<file path="src/rtl/servo_btn_ctrl_10khz.sv">
// Two-button direction command stage for the 10 kHz servo PWM: synchronise, debounce,
// timed hold and simultaneous-press freeze. Define SERVO_AUTO_SWEEP_EN for the auto sweep.
module servo_btn_ctrl_10khz #(
  parameter int unsigned DEBOUNCE_TICKS    = 200,
  parameter int unsigned HOLD_TICKS        = 10000,
  parameter int unsigned SWEEP_DWELL_TICKS = 5000
) (
  input  logic       clk,
  input  logic       rst,
  input  logic       btn_l,
  input  logic       btn_r,
  input  logic       sweep_en,
  output logic       l_ctrl,
  output logic       r_ctrl,
  output logic [1:0] state
);

  typedef enum logic [1:0] {
    CENTER = 2'b00,
    LEFT   = 2'b01,
    RIGHT  = 2'b10,
    FREEZE = 2'b11
  } state_t;

  localparam logic [16:0] DEB_LIMIT = 17'(DEBOUNCE_TICKS);
  localparam logic [15:0] HOLD_LOAD = (HOLD_TICKS == 0) ? 16'd0 : 16'(HOLD_TICKS - 1);
  localparam logic        HOLD_EN   = (HOLD_TICKS != 0);

  // index 0 is the left button, index 1 the right button
  logic [1:0]  sync_a;
  logic [1:0]  sync_b;
  logic [1:0]  deb;
  logic [1:0]  deb_q;
  logic [15:0] deb_cnt [2];
  logic [1:0]  press;

  state_t      state_q;
  state_t      state_n;
  logic [15:0] hold_cnt;
  logic [15:0] hold_n;
  logic        hold_run;
  logic        hold_run_n;

`ifdef SERVO_AUTO_SWEEP_EN
  localparam logic [15:0] DWELL_LOAD =
    (SWEEP_DWELL_TICKS == 0) ? 16'd0 : 16'(SWEEP_DWELL_TICKS - 1);

  logic        sweep_q;
  logic        sweep_act;
  logic        sweep_act_n;
  logic [1:0]  step_q;
  logic [1:0]  step_n;
  logic [15:0] dwell_cnt;
  logic [15:0] dwell_n;

  function automatic state_t sweep_state(input logic [1:0] s);
    case (s)
      2'd0:    sweep_state = LEFT;
      2'd2:    sweep_state = RIGHT;
      default: sweep_state = CENTER;
    endcase
  endfunction
`else
  logic sweep_unused;
  assign sweep_unused = sweep_en | (SWEEP_DWELL_TICKS == 0);
`endif

  // A debounced level flips only after DEBOUNCE_TICKS consecutive disagreeing samples.
  always_ff @(posedge clk or posedge rst) begin
    if (rst) begin
      sync_a  <= '0;
      sync_b  <= '0;
      deb     <= '0;
      deb_q   <= '0;
      deb_cnt <= '{default: '0};
    end else begin
      sync_a <= {btn_r, btn_l};
      sync_b <= sync_a;
      deb_q  <= deb;
      for (int i = 0; i < 2; i++) begin
        if (sync_b[i] == deb[i]) begin
          deb_cnt[i] <= '0;
        end else if (({1'b0, deb_cnt[i]} + 17'd1) >= DEB_LIMIT) begin
          deb[i]     <= ~deb[i];
          deb_cnt[i] <= '0;
        end else if (deb_cnt[i] != 16'hFFFF) begin
          deb_cnt[i] <= deb_cnt[i] + 16'd1;
        end
      end
    end
  end

  assign press = deb & ~deb_q;

  always_ff @(posedge clk or posedge rst) begin
    if (rst) begin
      state_q   <= CENTER;
      l_ctrl    <= 1'b0;
      r_ctrl    <= 1'b0;
      hold_cnt  <= '0;
      hold_run  <= 1'b0;
`ifdef SERVO_AUTO_SWEEP_EN
      sweep_q   <= 1'b0;
      sweep_act <= 1'b0;
      step_q    <= '0;
      dwell_cnt <= '0;
`endif
    end else begin
      state_q   <= state_n;
      l_ctrl    <= (state_n == LEFT) || (state_n == FREEZE);
      r_ctrl    <= (state_n == RIGHT) || (state_n == FREEZE);
      hold_cnt  <= hold_n;
      hold_run  <= hold_run_n;
`ifdef SERVO_AUTO_SWEEP_EN
      sweep_q   <= sweep_en;
      sweep_act <= sweep_act_n;
      step_q    <= step_n;
      dwell_cnt <= dwell_n;
`endif
    end
  end

  // Presses override everything, including a running sweep.
  always_comb begin
    state_n    = state_q;
    hold_n     = hold_cnt;
    hold_run_n = hold_run;
`ifdef SERVO_AUTO_SWEEP_EN
    sweep_act_n = sweep_act;
    step_n      = step_q;
    dwell_n     = dwell_cnt;
`endif
    if (press != 2'b00) begin
      case (press)
        2'b01:   state_n = LEFT;
        2'b10:   state_n = RIGHT;
        default: state_n = FREEZE;
      endcase
      hold_n     = HOLD_LOAD;
      hold_run_n = HOLD_EN;
`ifdef SERVO_AUTO_SWEEP_EN
      sweep_act_n = 1'b0;
`endif
    end else begin
`ifdef SERVO_AUTO_SWEEP_EN
      if (sweep_act) begin
        if (!sweep_en) begin
          state_n     = CENTER;
          sweep_act_n = 1'b0;
        end else if (dwell_cnt == 16'd0) begin
          step_n  = step_q + 2'd1;
          dwell_n = DWELL_LOAD;
          state_n = sweep_state(step_q + 2'd1);
        end else begin
          dwell_n = dwell_cnt - 16'd1;
        end
      end else if (sweep_en && !sweep_q && (state_q == CENTER)) begin
        sweep_act_n = 1'b1;
        step_n      = 2'd0;
        dwell_n     = DWELL_LOAD;
        state_n     = LEFT;
        hold_run_n  = 1'b0;
      end else
`endif
      if (hold_run) begin
        if (hold_cnt == 16'd0) begin
          state_n    = CENTER;
          hold_run_n = 1'b0;
        end else begin
          hold_n = hold_cnt - 16'd1;
        end
      end
    end
  end

  assign state = state_q;

endmodule

</file>
<file path="config.mk">
export PLATFORM = sky130hd
export DESIGN_NAME = servo_btn_ctrl_10khz
export DESIGN_NICKNAME = d
export VERILOG_FILES = /design/src/rtl/servo_btn_ctrl_10khz.sv
export SDC_FILE = /design/constraint.sdc
export NUM_CORES = 1
export LEC_CHECK = 0
export CAP_MARGIN = 20
export CELL_PAD_IN_SITES_DETAIL_PLACEMENT = 0
export CELL_PAD_IN_SITES_GLOBAL_PLACEMENT = 1
export CORE_ASPECT_RATIO = 1.4
export CORE_MARGIN = 2
export CORE_UTILIZATION = 35
export DETAILED_ROUTE_END_ITERATION = 8
export PLACE_DENSITY = 0.66
export SYNTH_ARGS = -nofsm -noshare
export SYNTH_HDL_FRONTEND = slang
export SYNTH_SLANG_ARGS = --single-unit
</file>
<file path="constraint.sdc">
create_clock -name clk -period 3.1 [get_ports clk]
set_input_delay 0.62 -clock clk [delete_from_list [all_inputs] [get_ports clk]]
set_output_delay 0.62 -clock clk [all_outputs]
set_load 0.01 [all_outputs]
</file>
==> impl_summary.log, run 1 <==
INFO  metric result_of_the_run = complete, no violations
INFO  metric ys_types = 51
INFO  metric drt-total-wl = 5920 um
INFO  metric detail_route.iter0.violations = 67
INFO  metric synth.largest_area_cell = sky130_fd_sc_hd__dfrtp_1
INFO  metric grt.total_usage = roughly 15%
INFO  metric max_cap_viol_count = 0
INFO  metric clkSinkCount = 60
INFO  metric h-tree-depth = 3
INFO  metric power_density = between 500 and 600 mW/mm^2
INFO  metric grt_pass1_vias = roughly 2200
INFO  metric synth_top_family_by_area = simple AND/OR/NAND/NOR gates
INFO  metric bufs_on_longest_clock_path = 2
INFO  metric finalWorstPathRequiredPeriod = approximately 2.9 ns
INFO  metric io_pins = 9
INFO  metric die_w = 81.0 um
INFO  metric via_count = between 2000 and 2500
INFO  metric start_util = 35.9%
INFO  metric area.growth.synth_to_final = 20.2%
INFO  metric vdd.ir_drop.worst = 0.000304 V
INFO  metric path_clk_slew = 0.05 ns
INFO  metric power_switching_share = a little over a fifth
INFO  metric yosysTopAreaCellShare = 51.7%
INFO  metric max_clock_freq = approximately 350 MHz
INFO  metric most_frequent_cells_in_the_layout = sky130_fd_sc_hd__dfrtp_1, sky130_fd_sc_hd__nand2_1, sky130_fd_sc_hd__nor2_1, sky130_fd_sc_hd__nand3_1, sky130_fd_sc_hd__conb_1
INFO  metric post_synthesis_adder_cell_area_fraction = 1.29%
INFO  metric die_h = 112 um
INFO  metric p_leak = 1.36 nW
INFO  metric syn_inst = between 200 and 300
INFO  metric hold_class = flip-flop to flip-flop
INFO  metric synth_async_sr_flop_share = 100%
INFO  metric num_rows = 39
INFO  metric final_util = 43.1%
INFO  metric antenna_cells = 0
INFO  metric holdPathStages = 0
INFO  metric detail_route.wl_per_cell = 13.5 um
INFO  metric synth-warning-count = 0
INFO  metric p_comb_share = just under 5%
INFO  metric ys_seq_area_share = 51.7%
INFO  metric synth_simple_gate_area_share = 23.7%
INFO  metric p_seq_share = 45.3%
INFO  metric postRouteAntennaNets = 0
INFO  metric timing.final.setup_violations = 0
INFO  metric grt_antenna_before_repair = 0
INFO  metric final_nets = 338
INFO  metric fin_area = 0.00349 sq mm
INFO  metric post_synthesis_compound_gate_area_fraction = 11.9%
INFO  metric totalPowerFinal = 1.85 mW
INFO  metric critical_path_required = about 3.4 ns
INFO  metric grt_max_degree = 35
INFO  metric numPortBuffers = 7
INFO  metric netlist_area = just under 0.003 sq mm
INFO  metric firstDrtPassIters = 4
INFO  metric ff2ff_path_depth = 7
INFO  metric placedCellCount = between 400 and 500
INFO  metric p_sw = 397 uW
INFO  metric max_slew_margin = 51.9%
INFO  metric synth_enable_flop_cells = 0
INFO  metric drc = 0
INFO  metric hold-path-endpoint = sync_b[0]$_DFF_PP0_
INFO  metric startpoint_type = flip-flop
INFO  metric root_buffer = sky130_fd_sc_hd__clkbuf_16
INFO  metric syn-mean-instance-area = around 10 sq um
INFO  metric postCtsSetupBuffers = 0
INFO  metric worst-path-max-fanout = 8
INFO  metric fin_tns_setup = 0 ns
INFO  metric timing_hold_violations_final = 0
INFO  metric global_route_wire_length_before_repair = 10500 um
INFO  metric synth.area.mux_share = 1.46%
INFO  metric layout_commonest_cell = sky130_fd_sc_hd__dfrtp_1
INFO  metric detail_route.vias_per_cell = 5.08
INFO  metric cts-resized-gates = 0
INFO  metric clk-insertion-delay-late = between 0.3 and 0.4 ns
INFO  metric clock-skew-final = 0.00585 ns
INFO  metric tritoncts_clock_tree = yes
INFO  metric crit_type = flip-flop to flip-flop
INFO  metric final_max_slew_viol_count = 0
INFO  metric core_area = 0.00810 sq mm
INFO  metric floorplan_die_area = around 0.009 sq mm
INFO  metric drive_gt1_share = 9.55%
INFO  metric synth_seq_cells = 60
INFO  metric hold_start = sync_a[0]$_DFF_PP0_
INFO  metric cts_inserted_buffers = 9
INFO  metric yosys-top-cells-area = sky130_fd_sc_hd__dfrtp_1, sky130_fd_sc_hd__xnor2_1, sky130_fd_sc_hd__nand2_1
INFO  metric post_dp_cell_area = about 0.0032 sq mm
INFO  metric cp.arrival = 3.13 ns
INFO  metric synth_ff_type = sky130_fd_sc_hd__dfrtp_1
INFO  metric gpl.final_weighted_congestion = slightly above 0.8
INFO  metric timing.critical_path.to_type = flip-flop
INFO  metric timing.reg2reg.setup_slack = ~0.22 ns
INFO  metric dpl.hpwl = around 4200 um
INFO  metric post-route-period-util = between 90% and 100%
INFO  metric final-instance-count-excl-fill = 437
INFO  metric postCtsHoldBufs = 0
INFO  metric synth_xor_area_share = 7.54%
INFO  metric intPower = 1.46 mW
INFO  metric p_clk_share = roughly 50%
INFO  metric fillers = 823
INFO  metric worst_slew_pin_slew = 0.720 ns
INFO  metric rr_endpoint = deb_cnt[23]$_DFFE_PP0P_
INFO  metric crit-reg2reg-launch = deb_cnt[17]$_DFFE_PP0P_
INFO  metric grt_remaining_overflow = 0
INFO  metric rsz_0062_raised_after_global_routing = false
==> per-layer routing <==
layer	share of wire, %	vias to the layer above	track usage [%]
li1	-	1124	-
met1	45	1066	19.3
met2	49	18	23.3
met3	2.7	13	3.97
met4	2.8	0	8.02
met5	0	-	0
==> stage by stage <==
step | hold slack, ns | worst slack [ns]
6_report | 0.345 | 0.217
5_1_grt | 0.357 | 0.0219
4_1_cts | 0.346 | 0.210
3_3_place_gp | 0.337 | 0.281
2_1_floorplan | 0.331 | 0.307
3_5_place_dp | 0.335 | 0.228
==> synth_stat cells (2+ instances only) <==
cell,instances
sky130_fd_sc_hd__dfrtp_1,60
sky130_fd_sc_hd__nand2_1,32
sky130_fd_sc_hd__nor2_1,28
sky130_fd_sc_hd__nand3_1,17
sky130_fd_sc_hd__xnor2_1,15
sky130_fd_sc_hd__a21oi_1,14
sky130_fd_sc_hd__nor3_1,12
sky130_fd_sc_hd__xor2_1,10
sky130_fd_sc_hd__inv_1,9
sky130_fd_sc_hd__nand4_1,8
sky130_fd_sc_hd__nor4_1,8
sky130_fd_sc_hd__or4_1,6
sky130_fd_sc_hd__o21ai_0,5
sky130_fd_sc_hd__o21ai_1,5
sky130_fd_sc_hd__a31oi_1,4
sky130_fd_sc_hd__nand2b_1,4
sky130_fd_sc_hd__buf_2,3
sky130_fd_sc_hd__clkbuf_1,3
sky130_fd_sc_hd__ha_1,3
sky130_fd_sc_hd__nor2b_1,3
sky130_fd_sc_hd__o211ai_1,3
sky130_fd_sc_hd__a211oi_1,2
sky130_fd_sc_hd__a31o_2,2
sky130_fd_sc_hd__and3_1,2
sky130_fd_sc_hd__and4_1,2
sky130_fd_sc_hd__mux2_1,2
sky130_fd_sc_hd__mux2i_1,2
sky130_fd_sc_hd__nand4b_1,2
sky130_fd_sc_hd__nor4b_1,2
sky130_fd_sc_hd__o22ai_1,2
sky130_fd_sc_hd__o41a_1,2
sky130_fd_sc_hd__or3_1,2
==> final cells by class <==
| class | instances | area [sq um] | share of cell area [%] |
|---|---|---|---|
| inverter | 9 | 33.8 | 0.968 |
| multi-input combinational | 232 | 1390 | 39.9 |
| clock inverter | 1 | 5.00 | 0.143 |
| clock buffer | 15 | 278 | 7.96 |
| tap | 102 | 128 | 3.66 |
| sequential | 60 | 1500 | 43.0 |
| timing repair buffer | 18 | 153 | 4.37 |
==> cell families after synthesis <==
logic type                 count (synthesis)
AOI/OAI and AO/OA                         51
adders and majority gates                  3
other                                      1
buffers and inverters                     16
and+or+nand+nor                          133
muxes                                      4
xor gates and xnor gates                  25
DFF                                       60
==> critical path: stages, from the launching register on <==
cell,delay (ns)
sky130_fd_sc_hd__dfrtp_1,0.44
sky130_fd_sc_hd__ha_1,0.25
sky130_fd_sc_hd__nand4_4,0.09
sky130_fd_sc_hd__or4_1,0.58
sky130_fd_sc_hd__a2111oi_2,0.38
sky130_fd_sc_hd__o221ai_1,0.21
sky130_fd_sc_hd__or4_1,0.68
sky130_fd_sc_hd__a21oi_1,0.17
==> power groups by stage <==
stage / clock [mW] / sequential [mW] / combinational [mW]
2_1_floorplan: 0 / 0.847 / 0.0611
3_3_place_gp: 0 / 0.852 / 0.0933
3_5_place_dp: 0 / 0.853 / 0.0943
4_1_cts: 0.949 / 0.840 / 0.0949
5_1_grt: 0.993 / 0.844 / 0.107
6_report: 0.922 / 0.840 / 0.0914
==> how the worst max path moves through the flow <==
stage | from | to | cells past startpoint
global placement | deb_cnt[17]$_DFFE_PP0P_ | deb_cnt[23]$_DFFE_PP0P_ | 7
floorplan | deb_cnt[16]$_DFFE_PP0P_ | deb_cnt[21]$_DFFE_PP0P_ | 9
CTS | deb_cnt[17]$_DFFE_PP0P_ | deb_cnt[23]$_DFFE_PP0P_ | 7
global route | deb_cnt[17]$_DFFE_PP0P_ | deb_cnt[21]$_DFFE_PP0P_ | 7
finish | deb_cnt[17]$_DFFE_PP0P_ | deb_cnt[23]$_DFFE_PP0P_ | 7
detailed placement | deb_cnt[17]$_DFFE_PP0P_ | deb_cnt[23]$_DFFE_PP0P_ | 7
==> sequential cells by signal, summed over array words and instances, names as in the netlist <==
register	cells
deb_cnt	32
hold_cnt	16
deb	2
deb_q	2
state	2
sync_a	2
sync_b	2
hold_run	1
r_ctrl	1
(Power assumes the default switching activity.)
==> inputs of run 2 (changes only) <==
CORE_MARGIN = 5   (was 2)
DONT_BUFFER_PORTS = 1   (was default)
PLACE_DENSITY = 0.65   (was 0.66)
==> impl_summary.log, run 2 (same netlist as run 1, synthesis figures left out) <==
INFO  metric result_of_the_run = complete, no violations (unchanged)
INFO  metric antenna_cells = 0 (unchanged)
INFO  metric gpl.final_weighted_congestion = 0.755 (was 0.827)
INFO  metric max_clock_freq = 351 MHz (was 347 MHz)
INFO  metric detail_route.wl_per_cell = 13.6 um (was 13.5 um)
INFO  metric intPower = 1.43 mW (was 1.46 mW)
INFO  metric root_buffer = sky130_fd_sc_hd__clkbuf_16 (unchanged)
INFO  metric p_comb_share = 3.9% (was 4.9%)
INFO  metric floorplan_die_area = 0.0102 sq mm (was 0.00905 sq mm)
INFO  metric tritoncts_clock_tree = yes (unchanged)
INFO  metric cts_inserted_buffers = 9 (unchanged)
INFO  metric layout_commonest_cell = sky130_fd_sc_hd__dfrtp_1 (unchanged)
INFO  metric worst-path-max-fanout = 8 (unchanged)
INFO  metric largestRegisters = deb_cnt: 32 flops, hold_cnt: 16 flops (unchanged)
INFO  metric detail_route.vias_per_cell = 5.11 (was 5.08)
INFO  metric worst_slew_pin_slew = 0.678 ns (was 0.720 ns)
INFO  metric detail_route.iter0.violations = 110 (was 67)
INFO  metric regMostFlops = deb_cnt (unchanged)
INFO  metric power_switching_share = 21.5% (was 21.4%)
INFO  metric postCtsSetupBuffers = 0 (unchanged)
INFO  metric postRouteAntennaNets = 0 (unchanged)
INFO  metric grt_antenna_before_repair = 0 (unchanged)
INFO  metric start_util = 35.6% (was 35.9%)
INFO  metric final_util = 41.5% (was 43.1%)
INFO  metric timing.critical_path.to_type = flip-flop (unchanged)
INFO  metric grt_pass1_vias = 2165 (was 2183)
INFO  metric grt_max_degree = 54 (was 35)
INFO  metric most_frequent_cells_in_the_layout = sky130_fd_sc_hd__dfrtp_1, sky130_fd_sc_hd__nand2_1, sky130_fd_sc_hd__nor2_1, sky130_fd_sc_hd__nand3_1, sky130_fd_sc_hd__conb_1 (unchanged)
INFO  metric clkSinkCount = 60 (unchanged)
INFO  metric max_slew_margin = 54.8% (was 51.9%)
INFO  metric die_w = 87.0 um (was 81.0 um)
INFO  metric timing_hold_violations_final = 0 (unchanged)
INFO  metric numPortBuffers = 0 (was 7)
INFO  metric firstDrtPassIters = 4 (unchanged)
INFO  metric startpoint_type = flip-flop (unchanged)
INFO  metric ff2ff_path_depth = 7 (unchanged)
INFO  metric cp.arrival = 3.09 ns (was 3.13 ns)
INFO  metric post_dp_cell_area = 0.00310 sq mm (was 0.00321 sq mm)
INFO  metric area.growth.synth_to_final = 16.4% (was 20.2%)
INFO  metric final_max_slew_viol_count = 0 (unchanged)
INFO  metric global_route_wire_length_before_repair = 10100 um (was 10500 um)
INFO  metric dp_worst_setup_slack = 0.128 ns (was 0.228 ns)
INFO  metric num_rows = 39 (unchanged)
INFO  metric clock-skew-final = 0.00525 ns (was 0.00585 ns)
INFO  metric dpl.hpwl = 4200 um (was 4230 um)
INFO  metric final-instance-count-excl-fill = 423 (was 437)
INFO  metric clk-insertion-delay-late = 0.32 ns (was 0.33 ns)
INFO  metric p_clk_share = 49.8% (was 49.7%)
INFO  metric final_nets = 326 (was 338)
INFO  metric bufs_on_longest_clock_path = 2 (unchanged)
INFO  metric grt_remaining_overflow = 0 (unchanged)
INFO  metric drive_gt1_share = 9.03% (was 9.55%)
INFO  metric hold_class = input port to asynchronous set/reset pin (was flip-flop to flip-flop)
INFO  metric finalWorstPathRequiredPeriod = 2.85 ns (was 2.88 ns)
INFO  metric h-tree-depth = 3 (unchanged)
INFO  metric rsz_0062_raised_after_global_routing = false (unchanged)
INFO  metric via_count = 2162 (was 2221)
INFO  metric critical_path_required = 3.35 ns (about the same)
INFO  metric die_h = 118 um (was 112 um)
INFO  metric p_seq_share = 46.3% (was 45.3%)
INFO  metric crit_type = flip-flop to flip-flop (unchanged)
INFO  metric fin_tns_setup = 0 ns (unchanged)
INFO  metric max_cap_viol_count = 0 (unchanged)
INFO  metric p_sw = 392 uW (was 397 uW)
INFO  metric path_clk_slew = 0.05 ns (about the same)
INFO  metric p_leak = 1.31 nW (was 1.36 nW)
INFO  metric fin_area = 0.00338 sq mm (was 0.00349 sq mm)
INFO  metric placedCellCount = 409 (was 421)
INFO  metric vdd.ir_drop.worst = 0.000423 V (was 0.000304 V)
INFO  metric grt.total_usage = 12.6% (was 15.2%)
INFO  metric core_area = 0.00815 sq mm (was 0.00810 sq mm)
INFO  metric post-route-period-util = 91.8% (was 93.0%)
INFO  metric postCtsHoldBufs = 0 (unchanged)
INFO  metric drt-total-wl = 5730 um (was 5920 um)
INFO  metric fin_ws = 0.254 ns (was 0.217 ns)
INFO  metric largest_register_ffs = 32 (unchanged)
INFO  metric fillers = 785 (was 823)
INFO  metric timing.final.setup_violations = 0 (unchanged)
INFO  metric power_density = 539 mW/mm^2 (was 531 mW/mm^2)
INFO  metric drc = 0 (unchanged)
INFO  metric io_pins = 9 (unchanged)
INFO  metric cts-resized-gates = 0 (unchanged)
==> run 2: stage by stage <==
step / total power, mW / hold slack [ns]
2_1_floorplan: 0.908 / 0.331
3_3_place_gp: 0.929 / 0.336
3_5_place_dp: 0.930 / 0.343
4_1_cts: 1.85 / 0.0659
5_1_grt: 1.90 / 0.0806
6_report: 1.82 / 0.0739
==> run 2: power groups by stage <==
stage          logic [mW]  clock network (mW)  registers (mW)
2_1_floorplan      0.0611                   0           0.847
3_3_place_gp       0.0726                   0           0.857
3_5_place_dp       0.0726                   0           0.857
4_1_cts            0.0728               0.936           0.844
5_1_grt            0.0852               0.970           0.848
6_report           0.0705               0.909           0.844
==> run 2: worst max-delay path, stage by stage (launching register included) <==
cell and delay [ns]:
sky130_fd_sc_hd__dfrtp_1 0.45, sky130_fd_sc_hd__ha_1 0.33, sky130_fd_sc_hd__nand4_4 0.11, sky130_fd_sc_hd__or4_1 0.58, sky130_fd_sc_hd__a2111oi_2 0.38, sky130_fd_sc_hd__o221ai_1 0.19, sky130_fd_sc_hd__or4_4 0.58, sky130_fd_sc_hd__a21oi_1 0.15
==> run 2: layout make-up <==
type / count / area (sq um) / share of cell area [%]
Tap cell: 102 / 128 / 3.78
Sequential cell: 60 / 1500 / 44.4
Clock buffer: 12 / 267 / 7.89
Clock inverter: 2 / 10.0 / 0.296
Multi-Input combinational cell: 232 / 1400 / 41.3
Inverter: 9 / 33.8 / 1.00
Timing Repair Buffer: 6 / 45.0 / 1.33
==> run 2: worst paths after layout <==
| path | start | to | slack [ns] |
|---|---|---|---|
| min in group clk | btn_l | sync_a[0]$_DFF_PP0_ | 0.33 |
| min reg2reg | sync_a[0]$_DFF_PP0_ | sync_b[0]$_DFF_PP0_ | 0.35 |
| max in group asynchronous | rst | sync_a[0]$_DFF_PP0_ | 2.12 |
| min | rst | deb_cnt[18]$_DFFE_PP0P_ | 0.07 |
| max reg2reg | deb_cnt[16]$_DFFE_PP0P_ | deb_cnt[21]$_DFFE_PP0P_ | 0.25 |
| max | deb_cnt[16]$_DFFE_PP0P_ | deb_cnt[21]$_DFFE_PP0P_ | 0.25 |
==> run 2: layer usage <==
layer / up-vias / track usage, % / wire length, um
met5: - / 0 / 0
met4: 0 / 7.21 / 174
met3: 13 / 3.71 / 225
met2: 30 / 20.3 / 2890
met1: 1027 / 14.5 / 2440
li1: 1092 / - / -
==> inputs of run 3 (changes only) <==
SETUP_SLACK_MARGIN = 0.02   (was default)
==> results of run 3 <==
Final layout, timing and power as in run 2 (identical DEF).
